### src/rtl/pacote_maquina.sv
// Shared definitions for the vending machine: FSM states, default prices and coin decoding.
package pacote_maquina;

    // Width of the credit register, in 25-cent units
    localparam int unsigned CW = 5;

    // Default machine parameters, in 25-cent units
    localparam int unsigned CAP_PADRAO        = 20;
    localparam int unsigned PRECO_CAFE_PADRAO = 4;
    localparam int unsigned PRECO_SOPA_PADRAO = 6;

    // Credit FSM states
    typedef enum logic [1:0] {
        OCIOSO     = 2'd0,
        CREDITO    = 2'd1,
        DEVOLVENDO = 2'd2
    } estado_t;

    // Decoded coin: value in units plus invalid-code flag
    typedef struct packed {
        logic       invalida;
        logic [2:0] unidades;
    } moeda_dec_t;

    // Coin code to units: 00=1, 01=2, 10=4, 11=invalid
    function automatic moeda_dec_t decodifica_moeda(input logic [1:0] codigo);
        moeda_dec_t d;
        d.invalida = 1'b0;
        d.unidades = 3'd0;
        case (codigo)
            2'b00:   d.unidades = 3'd1;
            2'b01:   d.unidades = 3'd2;
            2'b10:   d.unidades = 3'd4;
            default: d.invalida = 1'b1;
        endcase
        return d;
    endfunction

endpackage

### src/rtl/decod_moeda.sv
// Combinational coin decoder: maps a coin code to its value and an invalid flag.
module decod_moeda
    import pacote_maquina::*;
(
    input  logic [1:0] valor,
    output moeda_dec_t dec_c
);

    // Pure lookup through the shared mapping
    always_comb begin
        dec_c = decodifica_moeda(valor);
    end

endmodule

### src/rtl/credito_moedas.sv
// Credit accumulator for the vending machine: accepts coins, debits sales and returns change.
module credito_moedas
    import pacote_maquina::*;
#(
    parameter int unsigned CAP        = CAP_PADRAO,
    parameter int unsigned PRECO_CAFE = PRECO_CAFE_PADRAO,
    parameter int unsigned PRECO_SOPA = PRECO_SOPA_PADRAO
) (
    input  logic          clk,
    input  logic          rst,
    input  logic          moeda_valid,
    input  logic [1:0]    moeda_valor,
    input  logic          cafeBtn,
    input  logic          sopaBtn,
    input  logic          venda_ok,
    input  logic          venda_sopa,
    input  logic          devolver,
    input  logic          troco_ack,
    output logic          dinheiro,
    output logic [CW-1:0] credito,
    output logic          moeda_rejeitada,
    output logic          troco_valid,
    output logic          ocupado
);

    // One extra bit so credit + coin never wraps before the CAP test
    localparam int unsigned SW = CW + 1;

    localparam logic [SW-1:0] CAP_S        = SW'(CAP);
    localparam logic [SW-1:0] PRECO_CAFE_S = SW'(PRECO_CAFE);
    localparam logic [SW-1:0] PRECO_SOPA_S = SW'(PRECO_SOPA);

    estado_t       estado;
    moeda_dec_t    dec_c;

    logic          ativo_c;
    logic          moeda_cand_c;
    logic          aceita_c;
    logic          debito_c;
    logic [SW-1:0] cred_s_c;
    logic [SW-1:0] moeda_s_c;
    logic [SW-1:0] preco_s_c;
    logic [SW-1:0] soma_c;
    logic [SW-1:0] liq_c;

    decod_moeda u_decod_moeda (
        .valor (moeda_valor),
        .dec_c (dec_c)
    );

    // Coins and sales act only outside DEVOLVENDO, and a return request in CREDITO pre-empts both
    assign ativo_c = (estado != DEVOLVENDO) && !(devolver && (estado == CREDITO));

    // Net credit: try the coin with the debit first, fall back to debit alone if the coin overflows CAP
    always_comb begin
        cred_s_c     = SW'(credito);
        preco_s_c    = venda_sopa ? PRECO_SOPA_S : PRECO_CAFE_S;
        moeda_cand_c = moeda_valid && !dec_c.invalida && ativo_c;
        moeda_s_c    = moeda_cand_c ? SW'(dec_c.unidades) : '0;
        soma_c       = cred_s_c + moeda_s_c;
        debito_c     = venda_ok && ativo_c && (preco_s_c <= soma_c);
        liq_c        = debito_c ? (soma_c - preco_s_c) : soma_c;
        aceita_c     = moeda_cand_c && (liq_c <= CAP_S);
        if (moeda_cand_c && !aceita_c) begin
            debito_c = venda_ok && ativo_c && (preco_s_c <= cred_s_c);
            liq_c    = debito_c ? (cred_s_c - preco_s_c) : cred_s_c;
        end
    end

    // Enough credit for the current button selection; never while returning change
    always_comb begin
        dinheiro = 1'b0;
        if ((estado != DEVOLVENDO) && cafeBtn) begin
            dinheiro = sopaBtn ? (SW'(credito) >= PRECO_SOPA_S)
                               : (SW'(credito) >= PRECO_CAFE_S);
        end
    end

    // State, credit and registered status outputs
    always_ff @(posedge clk or posedge rst) begin
        if (rst) begin
            estado          <= OCIOSO;
            credito         <= '0;
            moeda_rejeitada <= 1'b0;
            troco_valid     <= 1'b0;
            ocupado         <= 1'b0;
        end else begin
            moeda_rejeitada <= moeda_valid && !aceita_c;
            case (estado)
                OCIOSO: begin
                    credito <= CW'(liq_c);
                    if (liq_c != '0) begin
                        estado <= CREDITO;
                    end
                end
                CREDITO: begin
                    if (devolver) begin
                        estado      <= DEVOLVENDO;
                        troco_valid <= 1'b1;
                        ocupado     <= 1'b1;
                    end else begin
                        credito <= CW'(liq_c);
                        if (liq_c == '0) begin
                            estado <= OCIOSO;
                        end
                    end
                end
                DEVOLVENDO: begin
                    if (troco_valid && troco_ack) begin
                        credito <= credito - CW'(1);
                        if (credito == CW'(1)) begin
                            estado      <= OCIOSO;
                            troco_valid <= 1'b0;
                            ocupado     <= 1'b0;
                        end
                    end
                end
                default: begin
                    estado      <= OCIOSO;
                    troco_valid <= 1'b0;
                    ocupado     <= 1'b0;
                end
            endcase
        end
    end

endmodule

### config.mk
export PLATFORM = sky130hd
export DESIGN_NAME = credito_moedas
export DESIGN_NICKNAME = d
export VERILOG_FILES = /design/src/rtl/pacote_maquina.sv /design/src/rtl/decod_moeda.sv /design/src/rtl/credito_moedas.sv
export SDC_FILE = /design/constraint.sdc
export NUM_CORES = 1
export LEC_CHECK = 0
export BUFFER_PORTS_ARGS = -buffer_cell sky130_fd_sc_hd__buf_2
export CELL_PAD_IN_SITES_DETAIL_PLACEMENT = 0
export CELL_PAD_IN_SITES_GLOBAL_PLACEMENT = 1
export CORE_MARGIN = 3
export CORE_UTILIZATION = 40
export DETAILED_ROUTE_END_ITERATION = 10
export GPL_TIMING_DRIVEN = 0
export PLACE_DENSITY_LB_ADDON = 0.08
export SLEW_MARGIN = 15
export SYNTH_ARGS = -nofsm -noshare
export SYNTH_HDL_FRONTEND = slang
export SYNTH_SLANG_ARGS = --single-unit
### constraint.sdc
create_clock -name clk -period 4.9 [get_ports clk]
set_input_delay 0.735 -clock clk [delete_from_list [all_inputs] [get_ports clk]]
set_output_delay 0.735 -clock clk [all_outputs]
set_load 0.03 [all_outputs]
Word level (Yosys, flattened, before mapping)
Index checks and enable logic that the tools add are counted.

word-level totals
  bits of input ports = 11
  logic and storage cells = 70
  output and inout bits = 9
  bits in registers = 9

cells by class
  add/sub/neg operators = 4
  $lt $le $gt $ge = 5
  bitwise logic cells = 1
  mux-type cells = 21
  reductions and logical operators = 23
  eq/ne operators = 12

operator list
  kind                   number
  $mux W6                3
  $pmux W5 S3            1
  $logic_and A1 B1 Y1    12
  $mux W2                6
  $ne A2 B2 Y1 const B   6
  $ge A5 B3 Y1 const B   2
  $mux W5                2
  $pmux W3 S3            1
  $reduce_and A4 Y1      2
  $add A5 B3 Y6          1
  $le A3 B6 Y1           1
  $le A6 B5 Y1 const B   1
  $logic_not A6 Y1       1
  $pmux W2 S3            1
  $reduce_bool A6 Y1     1
  $sub A5 B3 Y6          1
  $sub A6 B3 Y6          1
  $eq A5 B1 Y1 const B   1
  $le A3 B5 Y1           1
  $mux W1                5
  $sub A5 B1 Y5 const B  1
  $eq A2 B1 Y1 const B   2
  $eq A2 B2 Y1 const B   2
  $logic_not A2 Y1       2
  other kinds (8)        9

Logic depth before layout (Yosys ltp)
Gate-level depths: netlist (run 1).

  depth after elaboration = 19
  mapped depth = 17
  depth with buffers taken out = 16

Cells and area by module
A second synthesis (run 1) with hierarchy kept.

second synthesis, totals
  cells, all modules = 164
  area, all modules = 1,351.3 um2

by module, submodules not included
  module          cells an instance  area an instance (um2)  instances  seq. area each (um2)
  credito_moedas  160                1,325.0                 1          225.2
  decod_moeda     4                  26.3                    1          0.0

Worst setup path before layout (run 1)
OpenSTA, ideal clock, no wires.

  path kind = in2reg
  start = input port devolver
  end = register credito[4]
  slack = 0.761 ns
  arrival = 4.045 ns
  stages on the path = 14
  library setup time = 0.094 ns
  data required time = 4.806 ns
  path buffers = 0
  path through = nand3b_1 -> nand3_1 -> nor3b_1 -> fa_1 -> inv_1 -> ha_1 -> inv_1 -> ha_1 -> or3_4 -> or3_1 -> o21a_2 -> o22ai_4 -> mux2_4 -> a221oi_2

between the ends
  cells in the longest elaborated chain, start to end = 16
  elaborated cells between the ends (all ways) = 22
  classes of those cells = add/sub: 2; order compare: 2; eq/ne: 1; mux: 6; reduce/logical: 11

ends and longest elaborated chain
  item                  line                   RTL
  from (decl)           credito_moedas.sv:17   input logic devolver,
  $logic_and A1 B1 Y1   credito_moedas.sv:52   assign ativo_c = (estado != DEVOLVENDO) && !(devolver && (estado == CREDITO));
  $logic_not A1 Y1      credito_moedas.sv:52
  $logic_and A1 B1 Y1   credito_moedas.sv:52
  $logic_and A1 B1 Y1   credito_moedas.sv:58   moeda_cand_c = moeda_valid && !dec_c.invalida && ativo_c;
  $mux W3               credito_moedas.sv:59   moeda_s_c = moeda_cand_c ? SW'(dec_c.unidades) : '0;
  $add A5 B3 Y6         credito_moedas.sv:60   soma_c = cred_s_c + moeda_s_c;
  $le A3 B6 Y1          credito_moedas.sv:61   debito_c = venda_ok && ativo_c && (preco_s_c <= soma_c);
  $logic_and A1 B1 Y1   credito_moedas.sv:61
  $mux W6               credito_moedas.sv:62   liq_c = debito_c ? (soma_c - preco_s_c) : soma_c;
  $le A6 B5 Y1          credito_moedas.sv:63   aceita_c = moeda_cand_c && (liq_c <= CAP_S);
  $logic_and A1 B1 Y1   credito_moedas.sv:63
  $logic_not A1 Y1      credito_moedas.sv:64   if (moeda_cand_c && !aceita_c) begin
  $logic_and A1 B1 Y1   credito_moedas.sv:64
  $mux W6               credito_moedas.sv:64
  $mux W5               credito_moedas.sv:97   if (devolver) begin
  $pmux W5 S3           credito_moedas.sv:89   case (estado)
  to (signal assigned)  credito_moedas.sv:91   credito <= CW'(liq_c);
  to (signal assigned)  credito_moedas.sv:102  credito <= CW'(liq_c);
  to (signal assigned)  credito_moedas.sv:110  credito <= credito - CW'(1);
  to (decl)             credito_moedas.sv:20   output logic [CW-1:0] credito,

Several ways; a longest one is shown, not always the timed one. The select of a mux whose other input is x is not followed.
A chain may end at the register's enable or synchronous reset.

Worst setup path after layout (run 1)
Ends and elaborated chain as after synthesis.

==> reports/qor.tcl, run 1 <==
set qor(status) {finished, final reports clean}
set qor(synth_flop_cell) {sky130_fd_sc_hd__dfrtp_1}
set qor(grt_first_pass_wirelength_mm) 6.42
set qor(ir_worst_vdd_mv) 0.222
set qor(clock_sinks) 9
set qor(cp_data_arrival_time_ns) 4.69
set qor(layout.cells.most_common) {sky130_fd_sc_hd__buf_2}
set qor(timing.slew.headroom_pct) 64.8
set qor(max_freq_mhz) 221
set qor(mappedNetlistArea_um2) 1390
set qor(synth-edff-count) 0
set qor(crit_path_top_delay_cell) {sky130_fd_sc_hd__fa_1}
set qor(timing.final.max_slew_violations) 0
set qor(cp-end-kind) {register}
set qor(final-hold-violation-count) 0
set qor(synth-seq-area-share_pct) 16.2
set qor(core_region_area_um2) 3180
set qor(worstSkewPairLatency_ns) 0.26
set qor(synthesis.nets) 197
set qor(clk_path_buf_depth) 2
set qor(worst_r2r_startpoint) {estado[1]}
set qor(firstDrtPassIters) 5
set qor(vert_die_dim_um) 64.9
set qor(antenna_violations_before_repair) 0
set qor(tritoncts_clock_tree) {built}
set qor(holdCritPathClass) {in2async}
set qor(finalClockSkew_ns) 0.00335
set qor(via_per_inst) 5.91
set qor(setup-violations-final) 0
set qor(grt_start_max_net_pins) 12
set qor(totalWireLength_mm) 3.66
set qor(cellLeakagePower_nw) 0.711
set qor(overall_power_consumption_w) 0.00110
set qor(worst-r2r-cell-count) 15
set qor(tns_ns) 0
set qor(placement.io_buffers) 19
set qor(layout_worst_path_cycle_share_pct) 92.3
set qor(finalWeightedCongestion) 0.771
set qor(post_synth_inst_count) 175
set qor(ant_diodes) 0
set qor(dp.final_hpwl_mm) 2.90
set qor(async_reset_ff_share_pct) 100
set qor(route.met3.wl_um) 218
set qor(worst-endpoint-required_ns) 5.06
set qor(syn2layout_area_growth_pct) 12.7
set qor(crit_path_cell_trace) {buf_2 > nand3b_1 > nand3_1 > nor3_1 > ha_1 > fa_1 > inv_1 > ha_1 > nand2b_1 > a21oi_1 > nand2_1 > or3_1 > a31o_1 > o22ai_4 > mux2_4 > a221oi_2}
set qor(topRoutingLayerUsed) {met4}
set qor(postCtsResizedCells) 0
set qor(path_max_fanout) 6
set qor(nets) 221
set qor(antenna_left) 0
set qor(cts_hold_buffers) 0
set qor(placement_rows) 20
set qor(cp_slowest_stage_delay_ns) 0.57
set qor(drt-wirelength-per-cell_um) 15.1
set qor(cts-htree-levels) 1
set qor(clk_pin_slew_worst_paths_ns) 0.06
set qor(start_util_pct) 43.6
set qor(tritoncts.num_buffers) 3
set qor(synth.yosys.warnings) 0
set qor(maxCapViolCount) 0
set qor(wirelength_met1_mm) 1.72
set qor(cpMostUsedCell) {sky130_fd_sc_hd__ha_1}
set qor(type_of_the_worst_setup_path) {in2reg}
set qor(post-cts-setup-buffers) 0
set qor(synth_area_per_cell_um2) 7.92
set qor(design.die.area_um2) 4210
set qor(drc) 0
set qor(grt.total_usage_pct) 19.0
set qor(worst_pin_slew_ns) 0.527
set qor(rr_endpoint) {credito[4]}
set qor(drive_above_1_share_pct) 25.3
set qor(vias_in_the_first_global_route) 1341
set qor(routed_met2_length_mm) 1.70
set qor(ios) 20
set qor(overall_via_count_from_detail_route) 1430
set qor(overflow) 0
set qor(reg2reg_slack_ns) 0.43
set qor(cp-start-kind) {input port}
set qor(timing.final.crit_period_ns) 4.52
set qor(initial_drt_markers) 93
set qor(postSynthRegisterBits) 9
set qor(final_cell_mix) {20 x sky130_fd_sc_hd__buf_2, 17 x sky130_fd_sc_hd__nor2_1, 16 x sky130_fd_sc_hd__o21ai_0, 14 x sky130_fd_sc_hd__nand2_1, 11 x sky130_fd_sc_hd__a21oi_1}
set qor(die_outline_width_um) 64.9
set qor(grt_setup_unrepaired) {no}
set qor(cellPowerDensity_nw_per_um2) 703
set qor(synth.lib_cells_used.distinct) 62
set qor(cts.root.buffer_cell) {sky130_fd_sc_hd__clkbuf_4}
[worst max path at each step]
stage | slack (ns) | cells after the start | endpoint | from
after CTS | 0.43 | 15 | credito[4] | devolver
after global routing | 0.13 | 15 | credito[4] | devolver
final | 0.38 | 16 | credito[4] | devolver
after global placement | 0.24 | 16 | credito[4] | devolver
after detailed placement | 0.17 | 15 | credito[4] | devolver
after floorplan | 0.76 | 14 | credito[4] | devolver
[cell usage after synthesis, drive strengths merged (2+ instances only)]
cell type	number	area, um^2
nand4	2	12.5
or2b	2	16.3
a31o	2	17.5
mux2	2	26.3
and3	2	12.5
a21oi	12	63.8
o22ai	3	32.5
ha	10	125
xnor2	2	25.0
o21a	2	16.3
and4	2	20.0
a221oi	2	30.0
mux2i	5	50.1
or3	3	23.8
and2	2	13.8
nand3	4	32.5
buf	5	42.5
inv	10	37.5
a2bb2oi	2	17.5
nor2	17	63.8
a31oi	2	12.5
o21ai	16	80.1
a21o	6	48.8
nand2b	6	37.5
nor2b	3	18.8
dfrtp	9	225
nor3	7	35.0
nor3b	2	15.0
nand2	14	52.6
[logic make-up after synthesis]
group                      Yosys count  share of synthesized area (%)
and+or+nand+nor                     71                           28.3
adders and majority gates           11                           10.5
muxes                                7                           5.51
xor gates and xnor gates             3                           2.44
AOI/OAI and AO/OA                   59                           31.2
DFF                                  9                           16.2
buffers and inverters               15                           5.78
[critical path: cells and delay by family]
| kind | cells | cell delay [ns] |
|---|---|---|
| compound gates | 4 | 1.06 |
| fa+ha+maj | 3 | 1.08 |
| buf+inv | 2 | 0.17 |
| mux | 1 | 0.34 |
| simple gates | 6 | 1.31 |
[flip-flops by register name, summed over array words and instances, names as in the netlist]
register and flops:
credito 5, ocupado 1, moeda_rejeitada 1, estado 2
[per-layer routing]
metal,up-vias,GRT usage (%)
met5,-,0
met4,0,1.85
met3,2,3.12
met2,43,30.8
met1,686,27.2
li1,699,-
[metrics by stage]
step           util [%]  instances  area, um^2  hold slack (ns)  setup slack, ns
2_1_floorplan         -        175        1390            0.515            0.761
3_3_place_gp       48.3        238        1540            0.549            0.243
3_5_place_dp       48.3        238        1540            0.564            0.168
4_1_cts            49.2        242        1560            0.439            0.426
5_1_grt            49.2        242        1560            0.442            0.128
6_report           49.2        242        1560            0.425            0.377
[power breakdown]
part | internal [W] | switching (W) | total [W] | leakage, nW
Clock | 0.0000313 | 0.0000250 | 0.0000564 | 0.0150
Sequential | 0.000109 | 0.0000633 | 0.000172 | 0.106
Combinational | 0.000362 | 0.000509 | 0.000870 | 0.590
Total | 0.000501 | 0.000597 | 0.00110 | 0.711
[cell type report]
type,instances,area (um^2)
repair buffers,19,95.1
well taps,44,55.1
multi-input cells,151,1080
inverters,10,37.5
plain buffers,5,42.5
fillers,312,1620
flip-flops and latches,9,225
clock buffers,4,26.3
Note: power is estimated with default switching activity, not from simulation.
==> run 2: changes to the inputs <==
--- a/config.mk
+++ b/config.mk
@@ -13,6 +13,7 @@
 export DETAILED_ROUTE_END_ITERATION = 10
 export GPL_TIMING_DRIVEN = 0
 export PLACE_DENSITY_LB_ADDON = 0.08
+export REMOVE_ABC_BUFFERS = 1
 export SLEW_MARGIN = 15
 export SYNTH_ARGS = -nofsm -noshare
 export SYNTH_HDL_FRONTEND = slang
==> run 2 against run 1 <==
- sequential share of layout area rose by 0.40 points
- count of clock-buffer cells in the layout unchanged
- clock power decreased by 3%
- via count down 4.6%
- combinational power decreased by 6.8%
- clock skew shrank 0.0028 ns
- total power fell by 3.4%
- critical path depth decreased by 2
==> reports/qor.tcl, run 2 (synthesis results as in run 1) <==
set qor(status) {finished, final reports clean}
set qor(grt_first_pass_wirelength_mm) 6.05 ;# -5.8%
set qor(via_per_inst) 5.76 ;# -2.6%
set qor(finalClockSkew_ns) 0.000569 ;# -0.00279 ns
set qor(finalWeightedCongestion) 0.800 ;# +3.8%
set qor(antenna_violations_before_repair) 0 ;# unchanged
set qor(placement.io_buffers) 19 ;# unchanged
set qor(nets) 216 ;# -2.3%
set qor(post-cts-setup-buffers) 0 ;# unchanged
set qor(cts-htree-levels) 1 ;# unchanged
set qor(cts_hold_buffers) 0 ;# unchanged
set qor(worst_pin_slew_ns) 0.597 ;# +0.0703 ns
set qor(tns_ns) 0 ;# unchanged
set qor(final_area_um2) 1520 ;# -2.7%
set qor(clock_sinks) 9 ;# unchanged
set qor(clk_path_buf_depth) 2 ;# unchanged
set qor(max_freq_mhz) 226 ;# +2.1%
set qor(tritoncts.num_buffers) 3 ;# unchanged
set qor(timing.final.max_slew_violations) 0 ;# unchanged
set qor(firstDrtPassIters) 4 ;# -1
set qor(vias_in_the_first_global_route) 1252 ;# -6.6%
set qor(syn2layout_area_growth_pct) 9.66
set qor(cp_data_arrival_time_ns) 4.59 ;# -0.10 ns
set qor(totalWireLength_mm) 3.44 ;# -6.0%
set qor(grt.total_usage_pct) 18.0 ;# -1.0 points
set qor(dpl_cell_area_um2) 1490 ;# -2.8%
set qor(drt-wirelength-per-cell_um) 14.5 ;# -4.1%
set qor(start_util_pct) 43.6 ;# unchanged
set qor(maxCapViolCount) 0 ;# unchanged
set qor(registers.top_by_ff_count) {credito}
set qor(overflow) 0 ;# unchanged
set qor(final_cell_mix) {19 x sky130_fd_sc_hd__buf_2, 17 x sky130_fd_sc_hd__nor2_1, 16 x sky130_fd_sc_hd__o21ai_0, 14 x sky130_fd_sc_hd__nand2_1, 11 x sky130_fd_sc_hd__a21oi_1}
set qor(dp.final_hpwl_mm) 2.84 ;# -1.8%
set qor(cts.root.buffer_cell) {sky130_fd_sc_hd__clkbuf_4}
set qor(design.die.area_um2) 4210 ;# unchanged
set qor(final-instance-count-excl-fill) 237 ;# -2.1%
set qor(layout.cells.most_common) {sky130_fd_sc_hd__buf_2}
set qor(worst_hold_slack_ns) 0.427 ;# +0.00197 ns
set qor(core_region_area_um2) 3180 ;# unchanged
set qor(path_max_fanout) 10 ;# +4
set qor(worstSkewPairLatency_ns) 0.25 ;# about the same
set qor(drive_above_1_share_pct) 23.3 ;# -1.9 points
set qor(die_outline_width_um) 64.9 ;# unchanged
set qor(timing.final.crit_period_ns) 4.43 ;# -0.0934 ns
set qor(largest_register_ffs) 5 ;# unchanged
set qor(worst-endpoint-required_ns) 5.07 ;# about the same
set qor(placement_rows) 20 ;# unchanged
set qor(ir_worst_vdd_mv) 0.216 ;# -2.9%
set qor(antenna_left) 0 ;# unchanged
set qor(grt_setup_unrepaired) {no}
set qor(cp-start-kind) {register}
set qor(dpl.cell_count) 233 ;# -2.1%
set qor(initial_drt_markers) 69 ;# -26%
set qor(cp-end-kind) {register}
set qor(type_of_the_worst_setup_path) {reg2reg}
set qor(cellLeakagePower_nw) 0.686 ;# -3.5%
set qor(reg_top3) {credito (5), estado (2)}
set qor(overall_via_count_from_detail_route) 1364 ;# -4.6%
set qor(final-hold-violation-count) 0 ;# unchanged
set qor(postCtsResizedCells) 0 ;# unchanged
set qor(nFillCells) 349 ;# +12%
set qor(cellPowerDensity_nw_per_um2) 698 ;# -0.69%
set qor(grt_start_max_net_pins) 21 ;# +9
set qor(layout_worst_path_cycle_share_pct) 90.4 ;# -1.9 points
set qor(timing.slew.headroom_pct) 60.2 ;# -4.6 points
set qor(ant_diodes) 0 ;# unchanged
set qor(holdCritPathClass) {in2async}
set qor(vert_die_dim_um) 64.9 ;# unchanged
set qor(tritoncts_clock_tree) {built}
set qor(clk_pin_slew_worst_paths_ns) 0.06 ;# about the same
set qor(ios) 20 ;# unchanged
set qor(drc) 0 ;# unchanged
set qor(setup-violations-final) 0 ;# unchanged
-- run 2: layout make-up --
type | count | area (um^2) | area share, %
clock buffers | 4 | 26.3 | 1.73
inverters | 10 | 37.5 | 2.47
multi-input cells | 151 | 1080 | 71.1
flip-flops and latches | 9 | 225 | 14.8
well taps | 44 | 55.1 | 3.62
repair buffers | 19 | 95.1 | 6.26
-- run 2: power breakdown --
part / total (W) / internal (W) / switching (W)
Sequential: 0.000195 / 0.000108 / 0.0000872
Combinational: 0.000811 / 0.000338 / 0.000473
Clock: 0.0000549 / 0.0000312 / 0.0000237
-- run 2: path summary, 6_finish.rpt --
check                              to  slack [ns]       from  depth (start not counted)
max                        credito[4]        0.47  estado[0]                         14
min                        credito[3]        0.43        rst                          2
max reg2reg                credito[4]        0.47  estado[0]                         14
min reg2reg                   ocupado        0.57  estado[1]                          1
max in group asynchronous  credito[2]        4.23        rst                          2
min in group clk              ocupado        0.57  estado[1]                          1
-- run 2: through the flow --
step                      power (W)  utilization (%)  setup WS (ns)
after floorplan            0.000813                -          0.759
after global routing        0.00118             47.8          0.139
after global placement     0.000996             47.0          0.269
final                       0.00106             47.8          0.470
after CTS                   0.00107             47.8          0.449
after detailed placement    0.00101             47.0          0.238
-- run 2: worst max-delay path: stages (launching register included) --
cell and delay, ns:
sky130_fd_sc_hd__dfrtp_1 0.44, sky130_fd_sc_hd__nand2b_1 0.44, sky130_fd_sc_hd__nand3_1 0.23, sky130_fd_sc_hd__nor3b_1 0.38, sky130_fd_sc_hd__fa_1 0.54, sky130_fd_sc_hd__inv_1 0.09
sky130_fd_sc_hd__ha_1 0.23, sky130_fd_sc_hd__inv_1 0.06, sky130_fd_sc_hd__ha_1 0.21, sky130_fd_sc_hd__or3_4 0.39, sky130_fd_sc_hd__or3_1 0.34, sky130_fd_sc_hd__o21a_2 0.16
sky130_fd_sc_hd__o22ai_4 0.24, sky130_fd_sc_hd__mux2_4 0.34, sky130_fd_sc_hd__a221oi_2 0.25
-- run 2: routing by layer --
metal | up-vias | share of wire [%] | GRT usage, %
met4 | 0 | 0.41 | 2.11
met1 | 641 | 53 | 27.8
met5 | - | 0 | 0
li1 | 693 | - | -
met2 | 28 | 43 | 27.1
met3 | 2 | 4.3 | 2.08
==> run 3: changes to the inputs <==
--- a/config.mk
+++ b/config.mk
@@ -5,6 +5,7 @@
 export SDC_FILE = /design/constraint.sdc
 export NUM_CORES = 1
 export LEC_CHECK = 0
+export ABC_AREA = 1
 export BUFFER_PORTS_ARGS = -buffer_cell sky130_fd_sc_hd__buf_2
 export CELL_PAD_IN_SITES_DETAIL_PLACEMENT = 0
 export CELL_PAD_IN_SITES_GLOBAL_PLACEMENT = 1
==> run 3 against run 2 <==
- via count increased by 2.4%
- clock power grew 3%
- final cell count increased by 21%
- final area up 0.82%
- global-route usage grew 0.54 points
- non-clock buffer count stayed put
- utilization rose by 0.78 points
- critical path depth increased by 16
- total power up 6.5%
- critical path type is now in2reg
- largest power group unchanged
==> reports/qor.tcl, run 3 <==
set qor(status) {finished, final reports clean}
set qor(start_util_pct) 43.6 ;# about the same
set qor(design.die.area_um2) 4180 ;# -0.74%
set qor(syn2layout_area_growth_pct) 11.5
set qor(initial_drt_markers) 69 ;# unchanged
set qor(registers.top_by_ff_count) {credito}
set qor(final_core_util_pct) 48.6 ;# +0.78 points
set qor(synth-seq-area-share_pct) 16.4 ;# +0.13 points
set qor(final_area_um2) 1530 ;# +0.82%
set qor(crit_path_top_delay_cell) {sky130_fd_sc_hd__fa_1}
set qor(grt.total_usage_pct) 18.5 ;# +0.54 points
set qor(clk_path_buf_depth) 2 ;# unchanged
set qor(timing.final.max_slew_violations) 0 ;# unchanged
set qor(tritoncts.num_buffers) 3 ;# unchanged
set qor(nFillCells) 351 ;# +0.57%
set qor(final-instance-count-excl-fill) 286 ;# +21%
set qor(maxCapViolCount) 0 ;# unchanged
set qor(final-hold-violation-count) 0 ;# unchanged
set qor(power.switching_fraction_pct) 60.6 ;# +5.5 points
set qor(ios) 20 ;# unchanged
set qor(post_synth_inst_count) 221 ;# +26%
set qor(worst_pin_slew_ns) 0.479 ;# -0.118 ns
set qor(yosys-top-cells-area) {sky130_fd_sc_hd__dfrtp_1 16%, sky130_fd_sc_hd__nand2_1 15%, sky130_fd_sc_hd__inv_1 9.6%}
set qor(drive_above_1_share_pct) 23.1 ;# -0.18 points
set qor(cp_num_buf_inv) 7 ;# +5
set qor(antenna_left) 0 ;# unchanged
set qor(timing.slew.headroom_pct) 67.7 ;# +7.5 points
set qor(p_comb_share_pct) 79.8 ;# +3.4 points
set qor(cts-htree-levels) 1 ;# unchanged
set qor(postCtsResizedCells) 0 ;# unchanged
set qor(cp-start-kind) {input port}
set qor(via_per_inst) 4.88 ;# -15%
set qor(final_cell_mix) {54 x sky130_fd_sc_hd__nand2_1, 35 x sky130_fd_sc_hd__inv_1, 21 x sky130_fd_sc_hd__nand3_1, 20 x sky130_fd_sc_hd__nor2_1, 19 x sky130_fd_sc_hd__buf_2}
set qor(dp.final_hpwl_mm) 2.85 ;# +0.22%
set qor(pwr-share-clk_pct) 5.0 ;# -0.2 points
set qor(grt_setup_unrepaired) {no}
set qor(synth_flop_cell) {sky130_fd_sc_hd__dfrtp_1}
set qor(grt_first_pass_wirelength_mm) 6.18 ;# +2.2%
set qor(async_reset_ff_share_pct) 100 ;# unchanged
set qor(clock_sinks) 9 ;# unchanged
set qor(path_max_fanout) 7 ;# -3
set qor(dpl.cell_count) 282 ;# +21%
set qor(worstSkewPairLatency_ns) 0.25 ;# about the same
set qor(timing.final.crit_period_ns) 3.69 ;# -0.741 ns
set qor(clk_pin_slew_worst_paths_ns) 0.06 ;# about the same
set qor(post-cts-setup-buffers) 0 ;# unchanged
set qor(synth.lib_cells_used.distinct) 31 ;# -50%
set qor(power_switching_w) 0.000685 ;# +17%
set qor(type_of_the_worst_setup_path) {in2reg}
set qor(cp_data_arrival_time_ns) 3.84 ;# -0.75 ns
set qor(synthDominantCellAreaShare_pct) 16.4 ;# +0.13 points
set qor(mappedNetlistArea_um2) 1380 ;# -0.81%
set qor(drc) 0 ;# unchanged
set qor(synth-edff-count) 0 ;# unchanged
set qor(synth.cells.most_frequent) {54 x sky130_fd_sc_hd__nand2_1, 35 x sky130_fd_sc_hd__inv_1, 21 x sky130_fd_sc_hd__nand3_1}
set qor(die_outline_width_um) 64.6 ;# -0.37%
set qor(layout_worst_path_cycle_share_pct) 75.3 ;# -15 points
set qor(setup-violations-final) 0 ;# unchanged
set qor(reg_top3) {credito (5), estado (2)}
set qor(cellInternalPower_w) 0.000446 ;# -6.6%
set qor(cp_slowest_stage_delay_ns) 0.47 ;# -0.07 ns
set qor(placement.io_buffers) 19 ;# unchanged
set qor(finalWeightedCongestion) 0.870 ;# +8.8%
set qor(grt_start_max_net_pins) 11 ;# -48%
set qor(power_frac_seq_pct) 15.2 ;# -3.2 points
set qor(firstDrtPassIters) 4 ;# unchanged
set qor(vias_in_the_first_global_route) 1382 ;# +10%
set qor(overall_via_count_from_detail_route) 1397 ;# +2.4%
set qor(cellPowerDensity_nw_per_um2) 738 ;# +5.7%
set qor(cp-end-kind) {register}
set qor(layout.cells.most_common) {sky130_fd_sc_hd__nand2_1}
set qor(ant_diodes) 0 ;# unchanged
set qor(largest_register_ffs) 5 ;# unchanged
set qor(cpMostUsedCell) {sky130_fd_sc_hd__nand2_1}
set qor(placement_rows) 20 ;# unchanged
set qor(dpl_cell_area_um2) 1510 ;# +0.84%
set qor(totalWireLength_mm) 3.33 ;# -3.1%
set qor(library_cell_with_the_largest_summed_area_after_synthesis) {sky130_fd_sc_hd__dfrtp_1}
set qor(drt-wirelength-per-cell_um) 11.6 ;# -20%
set qor(overflow) 0 ;# unchanged
set qor(tns_ns) 0 ;# unchanged
set qor(cts_hold_buffers) 0 ;# unchanged
set qor(antenna_violations_before_repair) 0 ;# unchanged
set qor(reg2reg_slack_ns) 1.28 ;# +0.81 ns
set qor(nets) 265 ;# +23%
set qor(synth_area_per_cell_um2) 6.22 ;# -21%
set qor(tritoncts_clock_tree) {built}
set qor(synth.yosys.warnings) 0 ;# unchanged
set qor(holdCritPathClass) {in2async}
set qor(ir_worst_vdd_mv) 0.302 ;# +40%
set qor(postSynthRegisterBits) 9 ;# unchanged
set qor(cts.root.buffer_cell) {sky130_fd_sc_hd__clkbuf_4}
set qor(core_region_area_um2) 3150 ;# -0.79%
set qor(timing.critical_path.max_delay_family) {simple AND/OR/NAND/NOR gates}
set qor(worst-endpoint-required_ns) 5.05 ;# -0.02 ns
set qor(synth.most_common_cell) {sky130_fd_sc_hd__nand2_1}
set qor(vert_die_dim_um) 64.6 ;# -0.37%
set qor(cellLeakagePower_nw) 0.896 ;# +31%
set qor(finalClockSkew_ns) 0.000243 ;# -0.000326 ns
set qor(max_freq_mhz) 271 ;# +20%
==> run 3: cell count changes after synthesis, moves of 4 or more <==
cell                       change
sky130_fd_sc_hd__nand2_1      +40
sky130_fd_sc_hd__inv_1        +25
sky130_fd_sc_hd__nand3_1      +18
sky130_fd_sc_hd__nand2_2      +12
sky130_fd_sc_hd__nand2b_1      -6
sky130_fd_sc_hd__inv_2         +5
sky130_fd_sc_hd__mux2i_1       -5
sky130_fd_sc_hd__nand3_2       +5
sky130_fd_sc_hd__o21ai_0       -5
sky130_fd_sc_hd__a21oi_1       -4
sky130_fd_sc_hd__nor3_1        -4
==> run 3: area by class of cell <==
| cell class | count | area (um^2) | area share, % |
|---|---|---|---|
| multi-input combinational | 169 | 977 | 63.8 |
| sequential | 9 | 225 | 14.7 |
| inverter | 41 | 154 | 10.0 |
| timing repair buffer | 19 | 95.1 | 6.20 |
| tap | 44 | 55.1 | 3.59 |
| clock buffer | 4 | 26.3 | 1.71 |
==> run 3: final timing paths <==
check / start / endpoint / cells after the start
max: devolver / estado[0] / 30
max in group asynchronous: rst / estado[0] / 2
min reg2reg: ocupado / ocupado / 2
max reg2reg: estado[1] / estado[0] / 30
min: rst / ocupado / 2
min in group clk: ocupado / ocupado / 2
==> run 3: stage by stage <==
stage / power (W) / setup WS (ns) / hold WS, ns
final: 0.00113 / 1.21 / 0.425
after global routing: 0.00129 / 0.817 / 0.436
after CTS: 0.00114 / 1.18 / 0.436
after detailed placement: 0.00108 / 0.921 / 0.563
after global placement: 0.00106 / 0.933 / 0.551
after floorplan: 0.000878 / 1.44 / 0.546
==> run 3: cell families (layout without fill, tap and decap cells) <==
kind of cell | Yosys count | count (layout) | share of synthesized area (%)
buffers and inverters | 43 | 64 | 12.6
AND/OR/NAND/NOR | 127 | 127 | 46.2
adder cells (fa/ha/maj) | 11 | 11 | 10.6
flip-flops | 9 | 9 | 16.4
XOR/XNOR | 5 | 5 | 3.18
AO/OA/AOI/OAI | 26 | 26 | 11.1
==> run 3: worst reg2reg max path, delay by kind of cell (launching register included) <==
| family | cells | cell delay, ns |
|---|---|---|
| and+or+nand+nor | 20 | 1.57 |
| adders and majority gates | 3 | 1.02 |
| DFF | 1 | 0.40 |
| buffers and inverters | 6 | 0.32 |
| AOI/OAI and AO/OA | 1 | 0.19 |
==> run 3: layer usage <==
layer / vias to the layer above / global-route usage [%] / part of all wire [%]
met2: 28 / 31.8 / 48
li1: 738 / - / -
met3: 6 / 3.47 / 3.5
met1: 625 / 24.3 / 47
met5: - / 0 / 0
met4: 0 / 3.43 / 1.3
==> run 3: power groups by stage <==
stage / sequential, W / combinational [W] / clock, W
final: 0.000172 / 0.000902 / 0.0000564
after global routing: 0.000182 / 0.00104 / 0.0000666
after CTS: 0.000172 / 0.000910 / 0.0000575
after detailed placement: 0.000174 / 0.000904 / 0
after global placement: 0.000171 / 0.000891 / 0
after floorplan: 0.000213 / 0.000665 / 0
